--- config.mk ---
export PLATFORM = sky130hd
export DESIGN_NAME = key_scan_flat
export DESIGN_NICKNAME = d
export VERILOG_FILES = /design/src/rtl/key_scan_if.sv /design/src/rtl/key_scan.sv /design/src/flat_wrapper.sv
export SDC_FILE = /design/constraint.sdc
export NUM_CORES = 1
export LEC_CHECK = 0
export BUFFER_PORTS_ARGS = -buffer_cell sky130_fd_sc_hd__clkbuf_2
export CORE_ASPECT_RATIO = 0.7
export CORE_MARGIN = 5
export CORE_UTILIZATION = 55
export CTS_BUF_LIST = sky130_fd_sc_hd__clkbuf_16
export DETAILED_ROUTE_END_ITERATION = 16
export GPL_TIMING_DRIVEN = 0
export PLACE_DENSITY_LB_ADDON = 0.1
export SYNTH_ARGS = -nofsm -noshare
export SYNTH_HDL_FRONTEND = slang
export SYNTH_SLANG_ARGS = --single-unit
--- constraint.sdc ---
create_clock -name clk -period 2.82 [get_ports clk]
set_clock_uncertainty 0.05 [all_clocks]
set_input_delay 0.564 -clock clk [delete_from_list [all_inputs] [get_ports clk]]
set_output_delay 0.564 -clock clk [all_outputs]
set_load 0.03 [all_outputs]
--- src/rtl/key_scan_if.sv ---
// Button-pad bus between the raw key lines and the key_scan event outputs.
// master is the scanner side, slave the consumer/pad side.
interface key_scan_if;
  logic [4:0] key;
  logic       key_valid;
  logic [2:0] key_code;
  logic       key_hold;

  modport master (input key, output key_valid, output key_code, output key_hold);
  modport slave  (output key, input key_valid, input key_code, input key_hold);
endinterface

--- src/rtl/key_scan.sv ---
// Five-button pad front-end: synchronise, debounce, accept single-key presses only,
// emit one-cycle coded events and hold-to-repeat for the keys in REPEAT_MASK.
module key_scan #(
  parameter int unsigned DEBOUNCE_CYC = 2_000_000,
  parameter int unsigned REPEAT_DELAY = 50_000_000,
  parameter int unsigned REPEAT_RATE  = 10_000_000,
  parameter logic [4:0]  REPEAT_MASK  = 5'b10010
) (
  input  logic       clk,
  input  logic       rst,
  key_scan_if.master pad
);

  localparam int unsigned CntW = 27;
  localparam int unsigned KeyW = 5;
  localparam int unsigned CodeW = 3;
  localparam logic [CntW-1:0] DebLast = CntW'(DEBOUNCE_CYC - 1);
  localparam logic [CntW-1:0] DlyLast = CntW'(REPEAT_DELAY - 1);
  localparam logic [CntW-1:0] RteLast = CntW'(REPEAT_RATE - 1);

  typedef enum logic [2:0] {
    S_IDLE, S_DEBOUNCE, S_HELD, S_REPEAT, S_RELEASE
  } state_e;

  state_e           state_q, state_d;
  logic [KeyW-1:0]  sync_q, key_s_q;
  logic [KeyW-1:0]  cand_q, cand_d;
  logic [CntW-1:0]  cnt_q, cnt_d;
  logic             valid_q, valid_d;
  logic [CodeW-1:0] code_q, code_d;
  logic             hold_q, hold_d;

  function automatic logic [CodeW-1:0] encode(input logic [KeyW-1:0] v);
    logic [CodeW-1:0] c;
    c = '0;
    for (int i = 0; i < int'(KeyW); i++) begin
      if (v[i]) c = CodeW'(i + 1);
    end
    return c;
  endfunction

  always_ff @(posedge clk) begin
    if (rst) begin
      sync_q  <= '0;
      key_s_q <= '0;
      state_q <= S_IDLE;
      cand_q  <= '0;
      cnt_q   <= '0;
      valid_q <= 1'b0;
      code_q  <= '0;
      hold_q  <= 1'b0;
    end else begin
      sync_q  <= pad.key;
      key_s_q <= sync_q;
      state_q <= state_d;
      cand_q  <= cand_d;
      cnt_q   <= cnt_d;
      valid_q <= valid_d;
      code_q  <= code_d;
      hold_q  <= hold_d;
    end
  end

  // Next state, shared counter and event generation
  always_comb begin
    state_d = state_q;
    cand_d  = cand_q;
    cnt_d   = cnt_q;
    valid_d = 1'b0;
    code_d  = '0;
    unique case (state_q)
      S_IDLE: begin
        if ($onehot(key_s_q)) begin
          cand_d  = key_s_q;
          cnt_d   = '0;
          state_d = S_DEBOUNCE;
        end
      end
      S_DEBOUNCE: begin
        if (key_s_q != cand_q) begin
          cnt_d   = '0;
          state_d = S_IDLE;
        end else if (cnt_q == DebLast) begin
          valid_d = 1'b1;
          code_d  = encode(cand_q);
          cnt_d   = '0;
          state_d = S_HELD;
        end else begin
          cnt_d = cnt_q + CntW'(1);
        end
      end
      S_HELD: begin
        if (key_s_q != cand_q) begin
          cnt_d   = '0;
          state_d = S_RELEASE;
        end else if ((cand_q & REPEAT_MASK) != '0) begin
          if (cnt_q == DlyLast) begin
            valid_d = 1'b1;
            code_d  = encode(cand_q);
            cnt_d   = '0;
            state_d = S_REPEAT;
          end else begin
            cnt_d = cnt_q + CntW'(1);
          end
        end
      end
      S_REPEAT: begin
        if (key_s_q != cand_q) begin
          cnt_d   = '0;
          state_d = S_RELEASE;
        end else if (cnt_q == RteLast) begin
          valid_d = 1'b1;
          code_d  = encode(cand_q);
          cnt_d   = '0;
        end else begin
          cnt_d = cnt_q + CntW'(1);
        end
      end
      S_RELEASE: begin
        // Any key activity restarts the all-released window
        if (key_s_q != '0) begin
          cnt_d = '0;
        end else if (cnt_q == DebLast) begin
          cnt_d   = '0;
          state_d = S_IDLE;
        end else begin
          cnt_d = cnt_q + CntW'(1);
        end
      end
      default: begin
        cnt_d   = '0;
        state_d = S_IDLE;
      end
    endcase
    hold_d = (state_d == S_HELD) || (state_d == S_REPEAT);
  end

  assign pad.key_valid = valid_q;
  assign pad.key_code  = code_q;
  assign pad.key_hold  = hold_q;

endmodule

--- src/flat_wrapper.sv ---
// flat-port wrapper written by rule: the top's interface ports become plain ports
module key_scan_flat 
#(
  parameter int unsigned DEBOUNCE_CYC = 2_000_000,
  parameter int unsigned REPEAT_DELAY = 50_000_000,
  parameter int unsigned REPEAT_RATE  = 10_000_000,
  parameter logic [4:0]  REPEAT_MASK  = 5'b10010
)
  (clk, rst, pad_key, pad_key_valid, pad_key_code, pad_key_hold);
  key_scan_if pad_i ();
  input  logic clk;
  input  logic rst;
  input wire logic [$bits(pad_i.key)-1:0] pad_key;
  output wire logic [$bits(pad_i.key_valid)-1:0] pad_key_valid;
  output wire logic [$bits(pad_i.key_code)-1:0] pad_key_code;
  output wire logic [$bits(pad_i.key_hold)-1:0] pad_key_hold;
  assign pad_i.key = pad_key;
  assign pad_key_valid = pad_i.key_valid;
  assign pad_key_code = pad_i.key_code;
  assign pad_key_hold = pad_i.key_hold;
  key_scan #(.DEBOUNCE_CYC(DEBOUNCE_CYC), .REPEAT_DELAY(REPEAT_DELAY), .REPEAT_RATE(REPEAT_RATE), .REPEAT_MASK(REPEAT_MASK)) u_core (.clk(clk), .rst(rst), .pad(pad_i));
endmodule
After elaboration in Yosys (flattened, before gate mapping)
Cells that the tools add are included.

Muxes and demuxes: 41. Add/subtract/negate cells: 5. Reduce and logical (&&, ||, !) cells: 6. Eq/ne operators: 13.

Operators by type and width (number): two-way mux 27 bit (9); one-hot mux 27 bit (5 select lines) (1); two-way mux 3 bit (20); adder 27 x 1 -> 27 bit, second input constant (1); equality test 27 x 21 -> 1 bit, second input constant (1); equality test 27 x 24 -> 1 bit, second input constant (1); equality test 27 x 26 -> 1 bit, second input constant (1); one-hot mux 3 bit (5 select lines) (1); equality test 3 x 2 -> 1 bit, second input constant (4); nonzero test 5 bit (2); one-hot mux 3 bit (3 select lines) (1); two-way mux 1 bit (8); equality test 3 x 1 -> 1 bit, second input constant (2); inequality test 5 bit (1); adder 1 x 1 -> 2 bit (2); AND reduction 2 bit (2); adder 3 x 1 -> 3 bit (1); adder 3 bit (1); equality test 3 bit, second input constant (1); zero test 3 bit (1); inequality test 3 x 1 -> 1 bit, second input constant (1); one-hot mux 1 bit (3 select lines) (1); inequality test 2 x 1 -> 1 bit, second input constant (1); logical OR 1 bit (1).

Input port bits: 7. Register bits after elaboration: 50. Logic and storage cells: 73. Output and inout port bits: 5.

Depth between registers and ports, before layout
Depth after elaboration: 9. Depth in mapped cells: 12. Depth with buffers taken out: 11.

Least setup slack after synthesis
OpenSTA, ideal clock, no wires.

Kind: reg2reg. Start: register u_core.key_s_q[0]. End: register u_core.cnt_q[19]. Slack: 0.147 ns. Arrival time: 2.549 ns. Stages on the path, launching flop included: 13. Clock period less this slack: 2.673 ns. Buffers on the path: 1. Data required time: 2.696 ns. Path through: dfxtp_1 -> inv_1 -> ha_1 -> inv_1 -> fa_1 -> fa_1 -> nand2_1 -> o21ai_0 -> o21ai_0 -> nor2b_1 -> clkbuf_1 -> nand2_1 -> a31oi_1.

Longest elaborated chain between the ends: 6. Elaborated cells between the ends (all ways): 14.

Ends and longest elaborated chain: start: declaration (line key_scan.sv:26) `logic [KeyW-1:0] sync_q, key_s_q;`; start signal: assignment (line key_scan.sv:54) `key_s_q <= sync_q;`; adder 1 x 1 -> 2 bit (not written as such) (line key_scan.sv:73) `if ($onehot(key_s_q)) begin`; adder 3 bit (not written as such) (line key_scan.sv:73); adder 3 x 1 -> 3 bit (not written as such) (line key_scan.sv:73); equality test 3 x 1 -> 1 bit (line key_scan.sv:73); inequality test 2 x 1 -> 1 bit (no source line); AND reduction 2 bit (no source line); end signal: assignment (line key_scan.sv:57) `cnt_q <= cnt_d;`; end: declaration (line key_scan.sv:28) `logic [CntW-1:0] cnt_q, cnt_d;`.

Parallel ways exist; a longest one is shown, timed or not. A chain may end at the register's enable or synchronous reset.

Worst setup path in the final report
Start: register u_core.state_q[0]. End: register u_core.cnt_q[15].

Longest elaborated chain between the ends: 3. Elaborated cells between the ends (all ways): 9.

Ends and longest elaborated chain: start: declaration (line key_scan.sv:25) `state_e state_q, state_d;`; start signal: assignment (line key_scan.sv:55) `state_q <= state_d;`; equality test 3 x 2 -> 1 bit or zero test 3 bit (tied branches) (line key_scan.sv:71) `unique case (state_q)`; inequality test 3 x 1 -> 1 bit (no source line) or inequality test 2 x 1 -> 1 bit (tied branches); AND reduction 2 bit (no source line).

Parallel ways exist; a longest one is shown, timed or not.

==> results_dict.tcl <==
set metrics [dict create \
    crit_cells 6 \
    synth-edff-count 0 \
    ff2ff_path_depth 6 \
    root_buffer "clkbuf_16" \
    cp-end-kind "flip-flop" \
    r2r-start "u_core.state_q[0]" \
    synthAdderAreaFrac 0.0364 \
    rows 21 \
    synth_compound_area_frac 0.150 \
    tritoncts "built" \
    grt_first_pass_wirelength_mm 11.3 \
    post-route-drc-count 0 \
    route.met3.wl_um 555 \
    final_common_cell "dfxtp_1" \
    multiInputGateArea_um2 1730 \
    worst_pin_slew_ns 0.556 \
    status "complete, no violations" \
    crit_end "u_core.cnt_q[15]" \
    wire_per_inst_um 16.8 \
    drtIter0Drc 224 \
    final_cells 424 \
    clock_sinks 50 \
    overflow 0 \
    die_h_um 69.9 \
    synth_area_per_cell_um2 8.44 \
    dieArea_um2 6680 \
    fill_cells 414 \
    p_per_area_nw_per_um2 498 \
    synth.mux.area_fraction 0.0248 \
    fin_crit_ns 2.72 \
    synth.distinct_cells 54 \
    crit_start "u_core.state_q[0]" \
    die_w_um 95.6 \
    clock_path_buffers 2 \
    worst-path-max-fanout 10 \
    synth_top_family_by_area "simple AND/OR/NAND/NOR gates" \
    dp_slack_ns -0.317 \
    vias_per_cell 6.21 \
    insertion_delay_ns 0.29 \
    slowest_delay_ns 0.56 \
    antenna_found_initial 0 \
    synthesis.nets 348 \
    ys.flop_type "dfxtp_1" \
    dp_hpwl_mm 5.06 \
    grt_max_degree 18 \
    cp.arrival_ns 2.86 \
    slew_viol_final 0 \
    max-vdd-ir-drop_uv 265 \
    path_cells "clkbuf_1, nor4b_1, a21oi_1, o32ai_4, nand2_1, o311ai_1" \
    met2WireLength_mm 2.94 \
    start_util 0.580 \
    r2r_slack_ns 0.10 \
    hold_violations 0 \
    cts_buffers 5 \
    drt-met1-wl_mm 3.56 \
    grt_usage 0.212 \
    htreeDepth 2 \
    clk_pin_slew_ns 0.07 \
    p_leak_nw 1.06 \
    total_power_mw 1.60 \
    critPathBufInv 1 \
    synth-xor-area-share 0.0155 \
    final_cell_mix "dfxtp_1, nand2_1, nor2_1" \
    first_pass_iters 5 \
    yosysWarnings 0 \
    fin_ws_ns 0.103 \
    route.vias.total 2631 \
    hold_buffers 0 \
    post-place-cells 414 \
    synthCells 334 \
    cp_slowest_cell "nor4b_1" \
    drive_above_1_share 0.172 \
    highest_layer "met4" \
    drv_cap 0 \
    io-pin-count 12 \
    start_kind "flip-flop" \
    place.gp.congestion 0.858 \
    port_buffers 11 \
    synth-simple-area-share 0.367 \
    synth-seq-area-share 0.355 \
    hold_path.class "reg2reg" \
    n_antenna_cell 0 \
    seq_area_um2 1010 \
    timing.final.crit_share 0.964 \
    area_delta_synth_final_pct 13.9 \
    route.antenna.remaining_nets 0 \
    grt_pass1_vias 2241 \
    setup_viol 0 \
    slew_headroom 0.629 \
    worstPathRequired_ns 2.96 \
    layout.nets 368 \
    fmax_mhz 368 \
    drt-total-wl_mm 7.12 \
    netlist_area_um2 2820 \
    ys_seq_elements 50 \
    cp_top_family "compound AO/OA/AOI/OAI gates" \
    crit_type "reg2reg" \
    async_flop_share 0 \
    r2r_end "u_core.cnt_q[15]" \
    core_area_um2 4860 \
]
how the worst min path moves through the flow:
stage | to | slack (ns) | depth (start not counted) | startpoint
6_report | u_core.key_s_q[1] | 0.39 | 1 | u_core.sync_q[1]
3_3_place_gp | u_core.key_s_q[1] | 0.37 | 1 | u_core.sync_q[1]
4_1_cts | u_core.key_s_q[4] | 0.39 | 1 | u_core.sync_q[4]
5_1_grt | u_core.key_s_q[3] | 0.40 | 1 | u_core.sync_q[3]
2_1_floorplan | u_core.key_s_q[0] | 0.36 | 1 | u_core.sync_q[0]
3_5_place_dp | u_core.key_s_q[4] | 0.37 | 1 | u_core.sync_q[4]
state kept, by name, indices dropped and copies added, names as in the netlist:
signal and count:
u_core.cnt_q 27, u_core.cand_q 5, u_core.key_s_q 5, u_core.sync_q 5
u_core.pad.key_code 3, u_core.state_q 3, u_core.pad.key_hold 1, u_core.pad.key_valid 1
stage by stage:
stage	utilization	hold slack, ns	instance area, um^2	setup TNS [ns]
floorplan	-	0.364	2820	0
global placement	0.609	0.369	2960	-4.48
detailed placement	0.609	0.374	2960	-6.00
CTS	0.646	0.391	3140	-0.000142
global route	0.661	0.396	3210	-0.0280
finish	0.661	0.391	3210	0
report_power, final:
group,internal [mW],leakage [nW],switching (mW)
registers,0.717,0.407,0.0104
logic,0.0931,0.585,0.164
clock network,0.334,0.0704,0.284
final cells by class:
type                            instances  area share
Timing Repair Buffer                   14      0.0241
Tap cell                               69      0.0269
Clock buffer                            5      0.0389
Clock inverter                          3     0.00779
Multi-Input combinational cell        248       0.539
Inverter                               15      0.0175
Sequential cell                        50       0.315
Buffer                                 20      0.0312
Yosys cell counts, types with 3 or more instances:
library cell,n,area share
nand3_1,25,0.044
a31oi_1,26,0.058
mux2i_1,7,0.025
nor2b_1,12,0.027
buf_1,3,0.0040
nand4_1,14,0.031
a21oi_1,6,0.011
inv_1,15,0.020
buf_2,8,0.014
ha_1,5,0.022
nand4b_1,5,0.016
nor4_1,7,0.016
dfxtp_1,50,0.35
clkbuf_1,10,0.013
nand2b_1,3,0.0067
nand2_1,36,0.048
nor2_1,26,0.035
nor3_1,8,0.014
nor4b_4,3,0.025
o311ai_1,7,0.022
o211ai_1,4,0.011
or3_1,4,0.0089
o21a_1,3,0.0080
and3_1,6,0.013
xnor2_1,3,0.0093
layer usage:
metal | global-route usage | vias to the layer above
li1 | - | 1279
met1 | 0.342 | 1236
met2 | 0.276 | 109
met3 | 0.0483 | 7
met4 | 0.0505 | 0
met5 | 0 | -
what timing repair did:
| item | in CTS | in global routing |
|---|---|---|
| setup buffers | 0 | 2 |
| pin swaps | 0 | 1 |
| hold endpoints to repair | 0 | 0 |
| gates cloned | 0 | 1 |
| resized for setup | 12 | 15 |
| endpoints found under the setup margin | 27 | 32 |
logic make-up after synthesis:
family | Yosys count
adders and majority gates | 7
xor gates and xnor gates | 5
muxes | 7
DFF | 50
AOI/OAI and AO/OA | 56
and+or+nand+nor | 173
buffers and inverters | 36
Power figures use the tool's default switching activity.
